File: config.mk
export PLATFORM = sky130hd
export DESIGN_NAME = mc_control_unit
export DESIGN_NICKNAME = d
export VERILOG_FILES = /design/src/rtl/mc_control_unit.sv
export SDC_FILE = /design/constraint.sdc
export NUM_CORES = 1
export LEC_CHECK = 0
export CORE_UTILIZATION = 35
export CTS_CLUSTER_SIZE = 40
export DETAILED_ROUTE_END_ITERATION = 16
export PLACE_DENSITY = 0.71
export SETUP_SLACK_MARGIN = 0.02
export SLEW_MARGIN = 30
export SYNTH_ARGS = -nofsm -noshare
export SYNTH_HDL_FRONTEND = slang
export SYNTH_SLANG_ARGS = --single-unit
File: constraint.sdc
create_clock -name clk -period 2.5 [get_ports clk]
set_clock_uncertainty 0.2 [all_clocks]
set_input_delay 0.5 -clock clk [delete_from_list [all_inputs] [get_ports clk]]
set_output_delay 0.5 -clock clk [all_outputs]
set_load 0.01 [all_outputs]
File: src/rtl/mc_control_unit.sv
// Multicycle MIPS main control: Moore FSM that sequences fetch, decode, execute,
// memory and write-back, and drives the datapath strobes and mux selects.
module mc_control_unit #(
  parameter int STATE_W = 4
) (
  input  logic               clk,
  input  logic               rst,
  input  logic               en,
  input  logic [5:0]         opcode,
  output logic               pc_write,
  output logic               pc_write_cond,
  output logic               i_or_d,
  output logic               mem_read,
  output logic               mem_write,
  output logic               ir_write,
  output logic               mem_to_reg,
  output logic               reg_dst,
  output logic               reg_write,
  output logic               alu_src_a,
  output logic [1:0]         alu_src_b,
  output logic [1:0]         alu_op,
  output logic [1:0]         pc_source,
  output logic [STATE_W-1:0] state_dbg
);

  typedef enum logic [STATE_W-1:0] {
    S_INIT = 'd0,
    S_IF   = 'd1,
    S_ID   = 'd2,
    S_MADR = 'd3,
    S_MRD  = 'd4,
    S_MWB  = 'd5,
    S_MWR  = 'd6,
    S_REX  = 'd7,
    S_RWB  = 'd8,
    S_BEQ  = 'd9,
    S_JMP  = 'd10,
    S_IEX  = 'd11,
    S_IWB  = 'd12
  } state_t;

  localparam logic [5:0] OP_RTYPE = 6'b000000;
  localparam logic [5:0] OP_LW    = 6'b100011;
  localparam logic [5:0] OP_SW    = 6'b101011;
  localparam logic [5:0] OP_BEQ   = 6'b000100;
  localparam logic [5:0] OP_J     = 6'b000010;
  localparam logic [5:0] OP_ADDI  = 6'b001000;

  state_t state_q, state_d;

  // Strobes as decoded from the state alone, before the freeze gate.
  logic pc_write_dec, pc_write_cond_dec, mem_write_dec, ir_write_dec, reg_write_dec;

  always_ff @(posedge clk or posedge rst) begin
    if (rst) state_q <= S_INIT;
    else     state_q <= state_d;
  end

  always_comb begin
    state_d = state_q;
    if (en) begin
      case (state_q)
        S_INIT: state_d = S_IF;
        S_IF:   state_d = S_ID;
        S_ID: begin
          case (opcode)
            OP_RTYPE:      state_d = S_REX;
            OP_LW, OP_SW:  state_d = S_MADR;
            OP_BEQ:        state_d = S_BEQ;
            OP_J:          state_d = S_JMP;
            OP_ADDI:       state_d = S_IEX;
            default:       state_d = S_IF;
          endcase
        end
        // Only lw/sw reach MADR; anything else here means the IR changed, so refetch.
        S_MADR: begin
          if (opcode == OP_LW)      state_d = S_MRD;
          else if (opcode == OP_SW) state_d = S_MWR;
          else                      state_d = S_IF;
        end
        S_MRD:  state_d = S_MWB;
        S_REX:  state_d = S_RWB;
        S_IEX:  state_d = S_IWB;
        S_MWB, S_MWR, S_RWB, S_BEQ, S_JMP, S_IWB: state_d = S_IF;
        default: state_d = S_IF;
      endcase
    end
  end

  always_comb begin
    pc_write_dec      = 1'b0;
    pc_write_cond_dec = 1'b0;
    mem_write_dec     = 1'b0;
    ir_write_dec      = 1'b0;
    reg_write_dec     = 1'b0;
    i_or_d            = 1'b0;
    mem_read          = 1'b0;
    mem_to_reg        = 1'b0;
    reg_dst           = 1'b0;
    alu_src_a         = 1'b0;
    alu_src_b         = 2'b00;
    alu_op            = 2'b00;
    pc_source         = 2'b00;
    case (state_q)
      S_IF: begin
        mem_read     = 1'b1;
        ir_write_dec = 1'b1;
        pc_write_dec = 1'b1;
        alu_src_b    = 2'b01;
      end
      S_ID: alu_src_b = 2'b11;
      S_MADR, S_IEX: begin
        alu_src_a = 1'b1;
        alu_src_b = 2'b10;
      end
      S_MRD: begin
        mem_read = 1'b1;
        i_or_d   = 1'b1;
      end
      S_MWB: begin
        reg_write_dec = 1'b1;
        mem_to_reg    = 1'b1;
      end
      S_MWR: begin
        mem_write_dec = 1'b1;
        i_or_d        = 1'b1;
      end
      S_REX: begin
        alu_src_a = 1'b1;
        alu_op    = 2'b10;
      end
      S_RWB: begin
        reg_write_dec = 1'b1;
        reg_dst       = 1'b1;
      end
      S_BEQ: begin
        alu_src_a         = 1'b1;
        alu_op            = 2'b01;
        pc_write_cond_dec = 1'b1;
        pc_source         = 2'b01;
      end
      S_JMP: begin
        pc_write_dec = 1'b1;
        pc_source    = 2'b10;
      end
      S_IWB: reg_write_dec = 1'b1;
      default: ;
    endcase
  end

  // Architectural side effects are suppressed while the debug unit holds the FSM.
  assign pc_write      = pc_write_dec      & en;
  assign pc_write_cond = pc_write_cond_dec & en;
  assign mem_write     = mem_write_dec     & en;
  assign ir_write      = ir_write_dec      & en;
  assign reg_write     = reg_write_dec     & en;
  assign state_dbg     = state_q;

endmodule

Word level (Yosys, flattened, before mapping). Cells that the tools add are included. W data, S select, Z words.

Register bits after elaboration: 4. Logic and storage cells: 48.

Equal/unequal tests: 17. Muxes and demuxes: 17. Bitwise logic cells: 5. Reduce and logical (&&, ||, !) cells: 8.

Operator list (number): $pmux W4 S6 (1); $eq A4 B4 Y1 const B (5); $pmux W4 S5 (1); $eq A4 B3 Y1 const B (4); $eq A6 B6 Y1 const B (2); $mux W1 (10); $reduce_or A2 Y1 (5); $eq A4 B2 Y1 const B (2); $pmux W2 S2 (2); $eq A6 B2 Y1 const B (1); $eq A6 B3 Y1 const B (1); $eq A6 B4 Y1 const B (1); $logic_not A6 Y1 (1); $mux W3 (2); $pmux W2 S3 (1); $and A1 B1 Y1 (5); $eq A4 B1 Y1 const B (1); $reduce_or A4 Y1 (1); $reduce_or A3 Y1 (1).

Longest topological paths before layout. Gate-level depths: netlist (run 1).

Word-level depth: 4. Depth in mapped cells: 6.

Worst setup path before layout (run 1). No wires, ideal clock.

Path type: flip-flop to output port. Start: reg state_q[1], in the netlist state_dbg[1]. End: out pc_write. Data arrival time: 1.387 ns. Path slack: 0.413 ns. Stages on the path, launching flop included: 5. Path through: dfrtp_1 -> buf_2 -> or2_2 -> mux2_2 -> nor3_1.

Cells in the longest elaborated chain, start to end: 4. Elaborated cells on any way between the ends: 5.

RTL lines: start, declared (line 49) `state_t state_q, state_d;`; start signal, assigned (line 56) `else state_q <= state_d;`; $eq A4 B1 Y1 / $eq A4 B4 Y1 (equally long branches) (line 104) `case (state_q)`; $reduce_or A2 Y1 (no line) *; $mux W1 * (line 104); $and A1 B1 Y1 * (line 152) `assign pc_write = pc_write_dec & en;`; end, declared (line 10) `output logic pc_write,`.

Mark *: on every way between the ends. The rest lies on a longest branch, timed or not.

Worst setup path in the final report (run 1).
Start: in en. End: out pc_write_cond.

Cells in the longest elaborated chain, start to end: 1.

RTL lines: start, declared (line 8) `input logic en,`; $and A1 B1 Y1 (line 153) `assign pc_write_cond = pc_write_cond_dec & en;`; end, declared (line 11) `output logic pc_write_cond,`.

No other way between the ends.

==> results of run 1 <==
==> power breakdown <==
| group | total, uW | switching [uW] | internal [uW] |
|---|---|---|---|
| registers | 130 | 36.6 | 93.3 |
| clock network | 83.2 | 29.3 | 53.9 |
| logic | 764 | 371 | 393 |
==> Yosys cell counts (2+ instances only) <==
library cell	n	area share, %
a21oi_1	2	1.6
a32oi_1	2	2.8
buf_2	7	5.7
dfrtp_1	4	16
inv_1	2	1.2
nand2_1	8	4.9
nand2b_1	10	10
nand3_1	3	2.4
nor2_1	9	5.5
nor2b_1	2	2.0
nor3_1	8	6.5
o21ai_0	7	5.7
or2_2	2	2.0
xnor2_1	2	2.8
==> logic make-up (layout without fill, tap and decap cells) <==
family	count (synthesis)	after routing
AOI/OAI and AO/OA	20	20
xor gates and xnor gates	3	3
buffers and inverters	10	44
DFF	4	4
muxes	1	1
and+or+nand+nor	51	51
==> worst max-delay path by stage <==
stage                          endpoint  slack [ps]          from
after floorplan                pc_write         410  state_dbg[1]
after global placement    pc_write_cond        -180            en
after detailed placement  pc_write_cond        -190            en
after CTS                  alu_src_b[1]          40  state_dbg[2]
after global routing      pc_write_cond          40            en
final                     pc_write_cond          90            en
==> timing repair <==
action | 4_1_cts | 5_1_grt
setup endpoints to repair | 6 | 7
cloned | 0 | 0
resized for setup | 6 | 3
==> per-layer routing <==
layer / wire length [um] / vias up
met2: 873 / 33
met1: 845 / 346
li1: - / 390
met4: 40 / 0
met3: 131 / 4
met5: 0 / -
==> stage by stage <==
step	setup TNS [ps]	area [um2]	hold slack (ps)	worst slack, ps	std cells
detailed placement	-549.6	952.2	496.6	-195.0	136
CTS	0	969.7	237.6	35.88	139
global placement	-489.9	952.2	485.8	-181.8	136
global route	0	975.9	277.3	38.01	139
finish	0	975.9	236.8	91.54	139
floorplan	0	615.6	66.08	412.5	89
==> layout make-up <==
| class | count | area (um2) |
|---|---|---|
| sequential | 4 | 102.6 |
| clock buffer | 3 | 22.52 |
| inverter | 2 | 7.507 |
| tap | 16 | 20.02 |
| fill | 144 | 600.6 |
| multi-input combinational | 75 | 464.2 |
| timing repair buffer | 39 | 359.1 |
==> critical path, stage by stage <==
cell and delay [ps]:
clkdlybuf4s50_1 530, inv_1 110, nor4_1 270, dlygate4sd2_1 300
==> summary.txt, run 1 <==
Clock tree
  • Clock tree buffer depth: 2
  • Clk_lat worst skew: 240 ps
  • Post-CTS setup buffer count: 0
  • Clock transition at the registers of the reported paths: 40 ps
  • TritonCTS clock tree: done
  • Num CTS Buffers: 3
  • H-tree Lvls: 1
  • Clock Sinks: 4
  • Hold-fix buffers at CTS: 0
  • Clock Tree Root: clkbuf_4

Floorplan
  • Die Area: 1931 um2
  • FP Rows: 14
  • # IOs: 29
  • CORE AREA: 1577 um2
  • Die W: 43.94 um
  • Die span in y: 43.94 um
  • Starting Density: 39.05%

Logic synthesis
  • Fraction of the mapped netlist area in adder cells: 0%
  • Largest family of logic cells by synthesized area: simple AND/OR/NAND/NOR gates
  • Post-synth EDFFs: 0
  • Compound-Gate Fraction of Synth Area: 23.58%
  • Post-Syn Area: 615.6 um2
  • Synth warn: 0
  • Simple-gate share of the synthesized area: 45.33%
  • Post-synthesis cell count: 89
  • Post-synthesis mux area share: 1.829%
  • Sequential fraction of the synthesis area: 16.26%
  • Ys async rst share: 100.0%
  • Syn nets: 98
  • Post-Synth XOR/XNOR Area: 4.268%
  • Synth cell types: 35
  • Main flop type after synthesis: dfrtp_1
  • Avg Inst Size Synth: 6.917 um2
  • Synth Register Bits: 4

Global routing
  • Gr usage total: 21.09%
  • Antenna violations before repair: 0
  • Pin count of the biggest net entering global routing: 19
  • Global-route wire length before repair: 3.042 mm
  • Met3 Use GR: 2.917%
  • Met2 Resource Use GR: 34.33%
  • Grt ovf: 0
  • GR Util met1: 27.02%
  • Number of global-route vias before repair: 674
  • Gr busiest metal: met2

STA
  • Worst slew pin tran: 344.1 ps
  • Fmax: 415.2 MHz
  • Crit share post-route: 96.34%
  • Final hold violations: 0
  • Setup-failing EPs final: 0
  • Final Max Tran Viols: 0
  • Tmin final: 2408 ps
  • Unrepaired setup endpoints after global routing: no
  • Max-slew headroom: 76.88%

Min path
  • Min-Delay Path Class: in -> async

Pwr
  • Power after layout: 976.8 uW
  • Leakage: 0.0004133 uW
  • PD cells: 1001 nW/um2
  • Maximum vdd drop: 0.4682 mV

Final layout
  • Most frequent cells in the layout: clkdlybuf4s50_1, buf_4, nand2b_1, nor2_1
  • Final nets: 134
  • Layout area overhead: 58.54%
  • Max reg flops: 4
  • Share of cells above drive strength 1: 18.70%
  • Commonest non-fill, non-tap cell in the layout: clkdlybuf4s50_1
  • Final core utilization: 61.90%
  • # diodes: 0

Critical path
  • Reg-to-reg critical path startpoint: state_dbg[0]
  • Worst R2R Setup Slack: 750 ps
  • Crit Reg-Reg Endpoint: state_dbg[1]
  • Startpoint Class: input port
  • Setup Crit Path Kind: in -> out
  • Cells on worst reg2reg path: 5
  • Worst EP required: 1800 ps
  • Worst Path Arrival: 1710 ps
  • Crit. End Element: primary output
  • Critical path peak fanout: 5

Run
  • Max-cap violations: 0

Outcome
  • Status: finished with violations
  • Failing checks: DRC

Detailed routing
  • Routed wire length: 1.890 mm
  • Routed len/inst: 13.60 um
  • Vias: 773
  • Post-DRT Antenna Nets: 0
  • Drt first pass iters: 10
  • Residual DRC count: 3
  • Vias/cell: 5.561
  • Drt initial violations: 51

Placed design
  • GPL Wtd Cong: 0.8797
  • DP HPWL: 1.422 mm
  • I/O Buffers: 28
Power figures use the tool's default switching activity.
==> inputs of run 2 (changes only) <==
Settings changed: CTS_CLUSTER_DIAMETER set to 40, HOLD_SLACK_MARGIN set to 0.03.
==> results of run 2 <==
Same layout as run 1: the final DEF is identical, and so are final timing and power.
